## config.mk

```make
export PLATFORM = sky130hd
export DESIGN_NAME = seq_scan_ctrl
export DESIGN_NICKNAME = d
export VERILOG_FILES = /design/src/rtl/seq_scan_ctrl.sv
export SDC_FILE = /design/constraint.sdc
export NUM_CORES = 1
export LEC_CHECK = 0
export CORE_MARGIN = 1.5
export CORE_UTILIZATION = 45
export CTS_CLUSTER_SIZE = 28
export DETAILED_ROUTE_END_ITERATION = 10
export HOLD_SLACK_MARGIN = 0.15
export PLACE_DENSITY = 0.68
export SLEW_MARGIN = 10
export SYNTH_ARGS = -nofsm -noshare
export SYNTH_HDL_FRONTEND = slang
export SYNTH_SLANG_ARGS = --single-unit
```

## constraint.sdc

```tcl
create_clock -name clk -period 3.6 [get_ports clk]
set_input_delay 0.72 -clock clk [delete_from_list [all_inputs] [get_ports clk]]
set_output_delay 0.72 -clock clk [all_outputs]
set_load 0.005 [all_outputs]
```

## src/rtl/seq_scan_ctrl.sv

```systemverilog
// seq_scan_ctrl: accepts a parallel word, serializes it MSB first through a
// "1101" pattern detector (overlapping matches allowed, no carry-over between
// words), reports the per-word match count with valid/ready handshake and
// keeps a saturating running total of matches since reset.
module seq_scan_ctrl #(
    parameter int WIDTH = 8,
    parameter int CW    = $clog2(WIDTH) + 1
) (
    input  logic             clk,
    input  logic             reset,
    input  logic             in_valid,
    input  logic [WIDTH-1:0] in_data,
    output logic             in_ready,
    input  logic             abort,
    output logic             out_valid,
    input  logic             out_ready,
    output logic [CW-1:0]    out_count,
    output logic [15:0]      total_count,
    output logic             ser_bit,
    output logic             busy
);

    localparam int IW = (WIDTH > 1) ? $clog2(WIDTH) : 1;

    localparam logic [1:0] ST_IDLE   = 2'd0;
    localparam logic [1:0] ST_SHIFT  = 2'd1;
    localparam logic [1:0] ST_REPORT = 2'd2;

    logic [1:0]       r_state;
    logic [WIDTH-1:0] r_shreg;
    logic [2:0]       r_hist;
    logic [IW-1:0]    r_idx;
    logic [CW-1:0]    r_cnt;
    logic [CW-1:0]    r_out_count;
    logic [15:0]      r_total;

    logic [1:0]       w_state_nxt;
    logic             w_accept;
    logic             w_step;
    logic             w_last_bit;
    logic             w_match;
    logic [CW-1:0]    w_cnt_nxt;
    logic [16:0]      w_total_sum;
    logic [15:0]      w_total_sat;

    // Handshake and status outputs decode directly from the state register
    assign in_ready    = (r_state == ST_IDLE);
    assign out_valid   = (r_state == ST_REPORT);
    assign busy        = (r_state == ST_SHIFT) || (r_state == ST_REPORT);
    assign ser_bit     = r_shreg[WIDTH-1];
    assign out_count   = r_out_count;
    assign total_count = r_total;

    // Abort wins over a new word offered in the same cycle
    assign w_accept    = (r_state == ST_IDLE) && in_valid && !abort;
    assign w_step      = (r_state == ST_SHIFT) && !abort;
    assign w_last_bit  = (r_idx == IW'(WIDTH - 1));

    // Detector: the three previous bits of this word plus the current bit
    assign w_match     = ({r_hist, ser_bit} == 4'b1101);
    assign w_cnt_nxt   = r_cnt + CW'(w_match);

    // Running total saturates instead of wrapping
    assign w_total_sum = {1'b0, r_total} + 17'(w_cnt_nxt);
    assign w_total_sat = w_total_sum[16] ? 16'hFFFF : w_total_sum[15:0];

    // Next-state selection; unknown encodings fall back to IDLE
    always_comb begin
        w_state_nxt = r_state;
        case (r_state)
            ST_IDLE: begin
                if (w_accept)
                    w_state_nxt = ST_SHIFT;
            end
            ST_SHIFT: begin
                if (abort)
                    w_state_nxt = ST_IDLE;
                else if (w_last_bit)
                    w_state_nxt = ST_REPORT;
            end
            ST_REPORT: begin
                if (abort || out_ready)
                    w_state_nxt = ST_IDLE;
            end
            default: w_state_nxt = ST_IDLE;
        endcase
    end

    // State register
    always_ff @(posedge clk or posedge reset) begin
        if (reset)
            r_state <= ST_IDLE;
        else
            r_state <= w_state_nxt;
    end

    // Shift register, match history, bit index and per-word count
    always_ff @(posedge clk or posedge reset) begin
        if (reset) begin
            r_shreg <= '0;
            r_hist  <= '0;
            r_idx   <= '0;
            r_cnt   <= '0;
        end else if (w_accept) begin
            r_shreg <= in_data;
            r_hist  <= '0;
            r_idx   <= '0;
            r_cnt   <= '0;
        end else if (w_step) begin
            r_shreg <= {r_shreg[WIDTH-2:0], 1'b0};
            r_hist  <= {r_hist[1:0], ser_bit};
            r_idx   <= r_idx + 1'b1;
            r_cnt   <= w_cnt_nxt;
        end
    end

    // Result capture on the last shifted bit, including a match on that bit
    always_ff @(posedge clk or posedge reset) begin
        if (reset) begin
            r_out_count <= '0;
            r_total     <= '0;
        end else if (w_step && w_last_bit) begin
            r_out_count <= w_cnt_nxt;
            r_total     <= w_total_sat;
        end
    end

endmodule

```

== After elaboration in Yosys (flattened, before gate mapping) ==
Cells that the tools add are included.

* Bits in registers: 40
* Output and inout port bits: 24
* Logic and storage cells: 41

* Add/sub/neg operators: 3
* Eq/ne operators: 7
* Multiplexer cells: 14
* Reduce and logical (&&, ||, !) cells: 10

{| class="wikitable"
|+ Operator list
! operator !! count
|-
| $add A16 B4 Y17 || 1
|-
| $mux W16 || 1
|-
| $mux W8 || 2
|-
| $mux W3 || 4
|-
| $mux W2 || 4
|-
| $mux W4 || 2
|-
| $pmux W2 S3 || 1
|-
| $add A4 B1 Y4 || 1
|-
| $eq A4 B4 Y1 const B || 1
|-
| $logic_and A1 B1 Y1 || 4
|-
| $ne A2 B1 Y1 const B || 2
|-
| $add A3 B1 Y3 const B || 1
|-
| $eq A3 B3 Y1 const B || 1
|-
| $ne A3 B3 Y1 const B || 1
|-
| $reduce_and A3 Y1 || 1
|-
| $eq A2 B1 Y1 const B || 1
|-
| $eq A2 B2 Y1 const B || 1
|-
| $logic_not A2 Y1 || 1
|-
| $logic_or A1 B1 Y1 || 2
|-
| $reduce_bool A2 Y1 || 1
|-
| $logic_not A1 Y1 || 1
|}

== Depth between registers and ports, before layout ==
Gate-level depths: netlist (run 1).

* Word-level depth: 5
* Mapped depth: 11
* Gate-level depth less buffers: 10

== Least setup slack after synthesis (run 1) ==
Ideal clock, no wire load.

* Path type: register -> register
* From: register r_shreg[7]
* To: register r_total[12] (netlist: total_count[12])
* Setup time: 125 ps
* Arrival time: 2,556 ps
* Data required time: 3,475 ps
* Slack: 919 ps
* Stages on the path, launching flop included: 10
* Path buffers: 0
* Clock period less this slack: 2,681 ps
* Path through: dfrtp_1 and4b_1 ha_1 ha_1 inv_1 fa_1 nand2b_1 a211o_1 nor3_1 mux2_2

* Longest elaborated chain between the ends: 4

{| class="wikitable"
|+ Ends and longest elaborated chain
! element !! line !! RTL
|-
| start: declaration || 30 || <nowiki>logic [WIDTH-1:0] r_shreg;</nowiki>
|-
| start signal: assignment || 105 || <nowiki>r_shreg <= in_data;</nowiki>
|-
| start signal: assignment || 110 || <nowiki>r_shreg <= {r_shreg[WIDTH-2:0], 1'b0};</nowiki>
|-
| $eq A4 B4 Y1 || 60 || <nowiki>assign w_match = ({r_hist, ser_bit} == 4'b1101);</nowiki>
|-
| $add A4 B1 Y4 || 61 || <nowiki>assign w_cnt_nxt = r_cnt + CW'(w_match);</nowiki>
|-
| net w_cnt_nxt[1] || 42 || <nowiki>logic [CW-1:0] w_cnt_nxt;</nowiki>
|-
| $add A16 B4 Y17 || 64 || <nowiki>assign w_total_sum = {1'b0, r_total} + 17'(w_cnt_nxt);</nowiki>
|-
| $mux W16 || 65 || <nowiki>assign w_total_sat = w_total_sum[16] ? 16'hFFFF : w_total_sum[15:0];</nowiki>
|-
| end signal: assignment || 124 || <nowiki>r_total <= w_total_sat;</nowiki>
|-
| end: declaration || 35 || <nowiki>logic [15:0] r_total;</nowiki>
|}

The timed path passes the listed nets, and every way through them passes these cells.
A chain may end at the register's enable or synchronous reset.

== Worst setup path after layout (run 1) ==
Same ends and word-level chain as after synthesis.

==> out/qor.txt, run 1 <==
Worst hold stages = 2
IO buf count = 36
Reg-to-reg startpoint = r_shreg[7]
RSZ-0062 raised after global routing = false
Async SR Flop Fraction = 100%
Final setup vio count = 0
Comb pwr share = 22.0%
Final worst slack = 0.752 ns
MaxCap Viol Count = 0
Worst-margin pin slew = 0.552 ns
#FFs+latches synth = 40
Metal3 WL = 159 um
Pwr dens = 454 nW/um^2
Worst Hold Endpoint = out_count[3]
R2r worst-path depth = 9
Largest family of logic cells by synthesized area = compound AO/OA/AOI/OAI gates
Final non-filler cell total = 295
Die Span Y = 70.5 um
Total power = 1.18 mW
Initial Util = 46.8%
Synthesized instance count = 201
Max-slew violations = 0
Hold path startpoint = out_count[3]
Most frequent CP cell = ha_1
Initial antenna violation count = 0
Setup repair bufs after CTS = 0
Clk slew on worst S/H paths = 0.08 ns
Die ar. = 4970 sq um
P_sw = 0.325 mW
R2R Setup Slk = 0.75 ns
Simple-gate area share of the yosys netlist = 16.9%
Post-synthesis mux area share = 1.59%
EDFF count, synth = 0
Switching Fraction = 27.6%
Sequential share of power = 46.8%
Fill count = 391
Cells after DPL = 287
DRC Markers = 0
Layout cells sized above 1 = 9.05%
Pin count of the biggest net entering global routing = 38
Place WS = 0.775 ns
Worst-path fanout max = 6
CP max stage cell = fa_1
Pre-Repair DR Iteration Count = 4
Area of the core = 4380 sq um
Post-Route WL = 3.99 mm
CP Launch Type = flip-flop
Drt wl/cell = 13.5 um
Gr usage total = 17.5%
Design area = 2590 sq um
H-tree Lvls = 2
Via count = 1641
Setup Skew = 0.00473 ns
Vias in the first global route = 1498
Worst Path Required = 3.79 ns
CTS Buf Count = 5
M1 WL = 1.94 mm
Area share of xor/xnor cells in the synthesized design = 1.28%
Adder-cell share of the synthesized area = 7.69%
Rel. slew slack = 62.9%
Placed inst area = 2480 sq um
Peak Freq = 351 MHz
Layout area overhead = 26.4%
Worst min path class = reg2reg
Post-layout min period = 2.85 ns
Pint = 0.853 mW
Layout Nets = 267
Placer Congestion = 0.799
Io pins = 37
Setup CP Type = reg2reg
CTS tree = done
DRT iter0 DRCs = 140
Clk Latency, worst-skew pair = 0.29 ns
FP Rows = 24
First-pass GRT wire length = 6.89 mm
Library cells used by synthesis = 46
Top FF cell, synth = dfrtp_1
CP Cell Sequence = and4b_1 > ha_1 > ha_1 > inv_1 > fa_1 > nand2b_1 > a211o_1 > nor3_1 > mux2_2
Final TNS setup = 0 ns
N_diodes = 0
Seq/Total Area, Yosys = 48.8%
Bufs on Longest Clock Path = 2
Worst vdd ir = 0.257 mV
Global route overflow = 0
Compound-Gate Fraction of Synth Area = 18.2%
DP Wirelength = 2.89 mm
Die width = 70.5 um
Ys Warns = 0
Length of routed met2 wiring = 1.84 mm
CTS Hold Bufs = 0
DR top layer = met4
Post_cts resized = 0
Net Count, Synth = 226
Delay of the slowest critical-path stage = 0.42 ns
R2R Path End = total_count[12]
Crit share post-route = 79.1%
Syn Area/Cell = 10.2 sq um
Synth Cell Area = 2050 sq um
Vias per std cell = 5.56
Status = completed
CTS root buf = clkbuf_8
Final hold vios = 0
# clock sinks = 40
Clock power frac = 31.2%
Data arrival time of the critical path = 3.03 ns
Crit end category = flip-flop
Leakage = 1.23 nW
Detail Route Antenna Nets = 0
[placed cells by master (no fill, tap or decap), types with 3 or more instances in the layout]
cell             count
nor2_1               9
ha_1                11
a31oi_1              3
buf_4                4
inv_1               23
dfrtp_1             40
or4_1                5
nand2_1             18
nand3_1              9
clkbuf_8             5
o21ai_0             11
o31ai_1              4
nor3_1               3
nor2b_1              3
clkdlybuf4s50_1     36
a211o_1              3
a22o_1               6
a21oi_1              7
a222oi_1             7
[per-stage QoR]
stage / util, % / hold WS [ns]
floorplan: - / 0.458
global placement: 56.6 / 0.460
detailed placement: 56.6 / 0.470
CTS: 59.1 / 0.488
global route: 59.1 / 0.519
finish: 59.1 / 0.477
[registers in the layout (all words and copies together), names as in the netlist]
name and flops:
r_idx 3, out_count 4, r_shreg 8, r_cnt 4, r_state 2, r_hist 3
total_count 16
[layer usage]
layer  global-route usage [%]  vias up
li1                         -      813
met5                        0        -
met3                     5.19        5
met2                     25.1       29
met1                     25.3      794
met4                     5.77        0
[Yosys cell counts, types with 3 or more instances]
| cell type | n | area share, % |
|---|---|---|
| a211o_1 | 3 | 1.3 |
| a21oi_1 | 7 | 1.7 |
| a222oi_1 | 7 | 3.4 |
| a22o_1 | 6 | 2.6 |
| a31oi_1 | 3 | 0.92 |
| buf_2 | 3 | 0.73 |
| clkbuf_1 | 3 | 0.55 |
| dfrtp_1 | 40 | 49 |
| ha_1 | 11 | 6.7 |
| inv_1 | 23 | 4.2 |
| nand2_1 | 18 | 3.3 |
| nand3_1 | 9 | 2.2 |
| nor2_1 | 9 | 1.6 |
| nor2b_1 | 3 | 0.92 |
| nor3_1 | 3 | 0.73 |
| o21ai_0 | 11 | 2.7 |
| o31ai_1 | 4 | 1.5 |
| or4_1 | 5 | 1.8 |
[kinds of logic after synthesis]
family          Yosys count
buf+inv                  29
flops                    40
mux                       3
compound gates           51
fa+ha+maj                12
xor+xnor                  3
simple gates             63
[power by group through the flow]
stage	logic [mW]	clock network [mW]	registers [mW]
2_1_floorplan	0.175	0	0.549
3_3_place_gp	0.260	0	0.558
3_5_place_dp	0.263	0	0.560
4_1_cts	0.264	0.376	0.551
5_1_grt	0.301	0.397	0.559
6_report	0.259	0.367	0.551
[worst max-delay path, delay by kind of cell, from the launching register on]
family	cells	cell delay [ns]
simple gates	3	0.65
mux	1	0.36
flops	1	0.41
fa+ha+maj	3	0.91
compound gates	1	0.34
buf+inv	1	0.08
[worst max path at each step]
stage / from / end / cells past startpoint
after floorplan: r_shreg[7] / total_count[12] / 9
after global placement: r_shreg[7] / total_count[12] / 9
after detailed placement: r_shreg[7] / total_count[12] / 9
after CTS: r_shreg[7] / total_count[12] / 9
after global routing: r_shreg[7] / total_count[12] / 9
final: r_shreg[7] / total_count[12] / 9
[cell type report]
type | instances | area, sq um | area share, %
repair buffers | 40 | 390 | 15.1
well taps | 52 | 65.1 | 2.51
flip-flops and latches | 40 | 1000 | 38.6
inverters | 23 | 86.3 | 3.33
clock buffers | 5 | 68.8 | 2.66
multi-input cells | 132 | 937 | 36.2
clock inverters | 3 | 42.5 | 1.64
No activity file was read; power rests on OpenSTA's default activity.
==> run 2: changes to the inputs <==
--- a/config.mk
+++ b/config.mk
@@ -10,7 +10,7 @@
 export CTS_CLUSTER_SIZE = 28
 export DETAILED_ROUTE_END_ITERATION = 10
 export HOLD_SLACK_MARGIN = 0.15
-export PLACE_DENSITY = 0.68
+export PLACE_DENSITY = 0.71
 export SLEW_MARGIN = 10
 export SYNTH_ARGS = -nofsm -noshare
 export SYNTH_HDL_FRONTEND = slang
==> constraint.sdc (replaced) <==
create_clock -name clk -period 2.6 [get_ports clk]
set_input_delay 0.52 -clock clk [delete_from_list [all_inputs] [get_ports clk]]
set_output_delay 0.52 -clock clk [all_outputs]
set_load 0.005 [all_outputs]
==> run 2 against run 1 <==
Global-route usage is 2.0 points higher. Total power increased by 43%. Count of clock-buffer cells in the layout unchanged. Clock skew rose by 0.0038 ns. Critical path depth up 2. Design area increased by 11%.
==> out/qor.txt, run 2 (synthesis results as in run 1) <==
CP max stage cell = or4_1
Die ar. = 4970 sq um (unchanged)
Most frequent CP cell = ha_4
CTS Buf Count = 5 (unchanged)
Die Span Y = 70.5 um (unchanged)
Post-layout min period = 2.57 ns (-0.282 ns)
Worst min path class = reg2reg
Final non-filler cell total = 311 (+5.4%)
Layout cells sized above 1 = 21.6% (+13 points)
CTS tree = done
Worst-margin pin slew = 1.03 ns (+0.477 ns)
CP Launch Type = flip-flop
Die width = 70.5 um (unchanged)
Worst hold stages = 2 (unchanged)
Final hold vios = 0 (unchanged)
Initial Util = 46.8% (unchanged)
Post-Route WL = 4.49 mm (+13%)
Status = completed
Placed inst area = 2590 sq um (+4.4%)
Initial antenna violation count = 0 (unchanged)
Area of the core = 4380 sq um (unchanged)
Drt wl/cell = 14.4 um (+6.9%)
Gr usage total = 19.5% (+2.0 points)
Reg-to-reg startpoint = r_shreg[7]
First-pass GRT wire length = 7.71 mm (+12%)
Commonest non-fill, non-tap cell in the layout = dfrtp_1
Hold_ws = 0.486 ns (+0.00925 ns)
Layout Nets = 283 (+6.0%)
Crit share post-route = 98.7% (+20 points)
Clock power frac = 31.2% (about the same)
Clk Latency, worst-skew pair = 0.30 ns (about the same)
Switching Fraction = 28.0% (+0.43 points)
R2R Setup Slk = 0.03 ns (-0.72 ns)
N_diodes = 0 (unchanged)
Rel. slew slack = 31.2% (-32 points)
CP Cell Sequence = and4b_1 > ha_4 > ha_4 > xnor2_2 > inv_2 > ha_4 > buf_12 > nand2b_4 > a211o_1 > or4_1 > nand3_1
Sequential share of power = 45.1% (-1.7 points)
CTS Hold Bufs = 0 (unchanged)
Worst Hold Endpoint = out_count[2]
Via count = 1710 (+4.2%)
Most frequent cells in the layout = dfrtp_1 (40), clkdlybuf4s50_1 (36), inv_1 (20), nand2_1 (17), buf_4 (16)
Pre-Repair DR Iteration Count = 5 (+1)
Hold path startpoint = out_count[2]
MaxCap Viol Count = 0 (unchanged)
Final TNS setup = 0 ns (unchanged)
Final worst slack = 0.0341 ns (-0.718 ns)
R2r worst-path depth = 11 (+2)
DRC Markers = 0 (unchanged)
Crit end category = flip-flop
Worst Path Required = 2.84 ns (-0.95 ns)
DRT iter0 DRCs = 106 (-24%)
Delay of the slowest critical-path stage = 0.43 ns (about the same)
Final setup vio count = 0 (unchanged)
Bufs on Longest Clock Path = 2 (unchanged)
Vias per std cell = 5.50 (-1.2%)
Worst vdd ir = 0.465 mV (+81%)
Data arrival time of the critical path = 2.80 ns (-0.23 ns)
Leakage = 1.30 nW (+6.1%)
Fill count = 360 (-7.9%)
Setup Skew = 0.00855 ns (+0.00382 ns)
DP Wirelength = 3.12 mm (+8.0%)
# clock sinks = 40 (unchanged)
H-tree Lvls = 2 (unchanged)
Pwr dens = 586 nW/um^2 (+29%)
Pint = 1.21 mW (+42%)
Worst-path fanout max = 4 (-2)
Detail Route Antenna Nets = 0 (unchanged)
Peak Freq = 390 MHz (+11%)
Vias in the first global route = 1644 (+9.7%)
Max-slew violations = 0 (unchanged)
FP Rows = 24 (unchanged)
R2R Path End = total_count[10]
P_sw = 0.472 mW (+45%)
Clk slew on worst S/H paths = 0.09 ns (about the same)
Design area = 2870 sq um (+11%)
Io pins = 37 (unchanged)
Comb pwr share = 23.7% (+1.7 points)
IO buf count = 36 (unchanged)
Placer Congestion = 0.784 (-1.9%)
Layout area overhead = 40.0%
Setup CP Type = reg2reg
Place WS = -0.0522 ns (-0.827 ns)
CTS root buf = clkbuf_8
Max reg flops = 16 (unchanged)
Global route overflow = 0 (unchanged)
Pin count of the biggest net entering global routing = 41 (+7.9%)
RSZ-0062 raised after global routing = true
Cells after DPL = 298 (+3.8%)
## run 2: changes by cell type in the layout (fill, tap and decap cells not counted), sizes merged
cell,change
buf,+16
clkinv,-1
inv,+1
## run 2: metrics by stage
stage | util (%) | total power, mW
after floorplan | - | 1.00
after global placement | 59.1 | 1.15
after detailed placement | 59.1 | 1.16
after CTS | 62.9 | 1.69
after global routing | 65.5 | 1.79
final | 65.5 | 1.68
## run 2: routing by layer
layer	vias to the layer above	wire, um	global-route usage, %
li1	849	-	-
met1	814	2080	27.3
met2	40	2150	29.9
met3	7	191	4.76
met4	0	69	6.41
met5	-	0	0
## run 2: layout make-up
| cell class | count | area (sq um) | share of cell area [%] |
|---|---|---|---|
| Multi-Input combinational cell | 132 | 1080 | 37.5 |
| Sequential cell | 40 | 1000 | 34.9 |
| Timing Repair Buffer | 56 | 528 | 18.4 |
| Inverter | 23 | 86.3 | 3.01 |
| Clock buffer | 5 | 68.8 | 2.40 |
| Tap cell | 52 | 65.1 | 2.27 |
| Clock inverter | 3 | 46.3 | 1.61 |
## run 2: worst max-delay path, delay by kind of cell, from the launching register on
| kind | cells | cell delay [ns] |
|---|---|---|
| simple gates | 4 | 0.82 |
| flops | 1 | 0.39 |
| xor+xnor | 1 | 0.18 |
| compound gates | 1 | 0.33 |
| buf+inv | 2 | 0.17 |
| fa+ha+maj | 3 | 0.62 |
## run 2: power groups by stage
stage               combinational, mW  sequential, mW  clock (mW)
finish                          0.400           0.759       0.525
global route                    0.459           0.770       0.564
CTS                             0.399           0.759       0.537
detailed placement              0.392           0.771           0
global placement                0.386           0.766           0
floorplan                       0.242           0.761           0
## run 2: how the worst max path moves through the flow
stage	start	to	slack, ns	cells after the start
floorplan	r_shreg[7]	total_count[13]	0.0004	11
global placement	r_hist[1]	total_count[13]	0.006	11
detailed placement	r_hist[1]	total_count[12]	-0.05	9
CTS	r_hist[1]	total_count[13]	-0.007	11
global route	r_shreg[7]	total_count[8]	-0.06	12
finish	r_shreg[7]	total_count[10]	0.03	11
## run 2: what timing repair did
action / 4_1_cts / 5_1_grt
cloned: 1 / 0
resized for setup: 6 / 18
buffers inserted: 2 / 2
endpoints found under the setup margin: 7 / 13
endpoints found under the hold margin: 0 / 0
pin swaps: 3 / 11
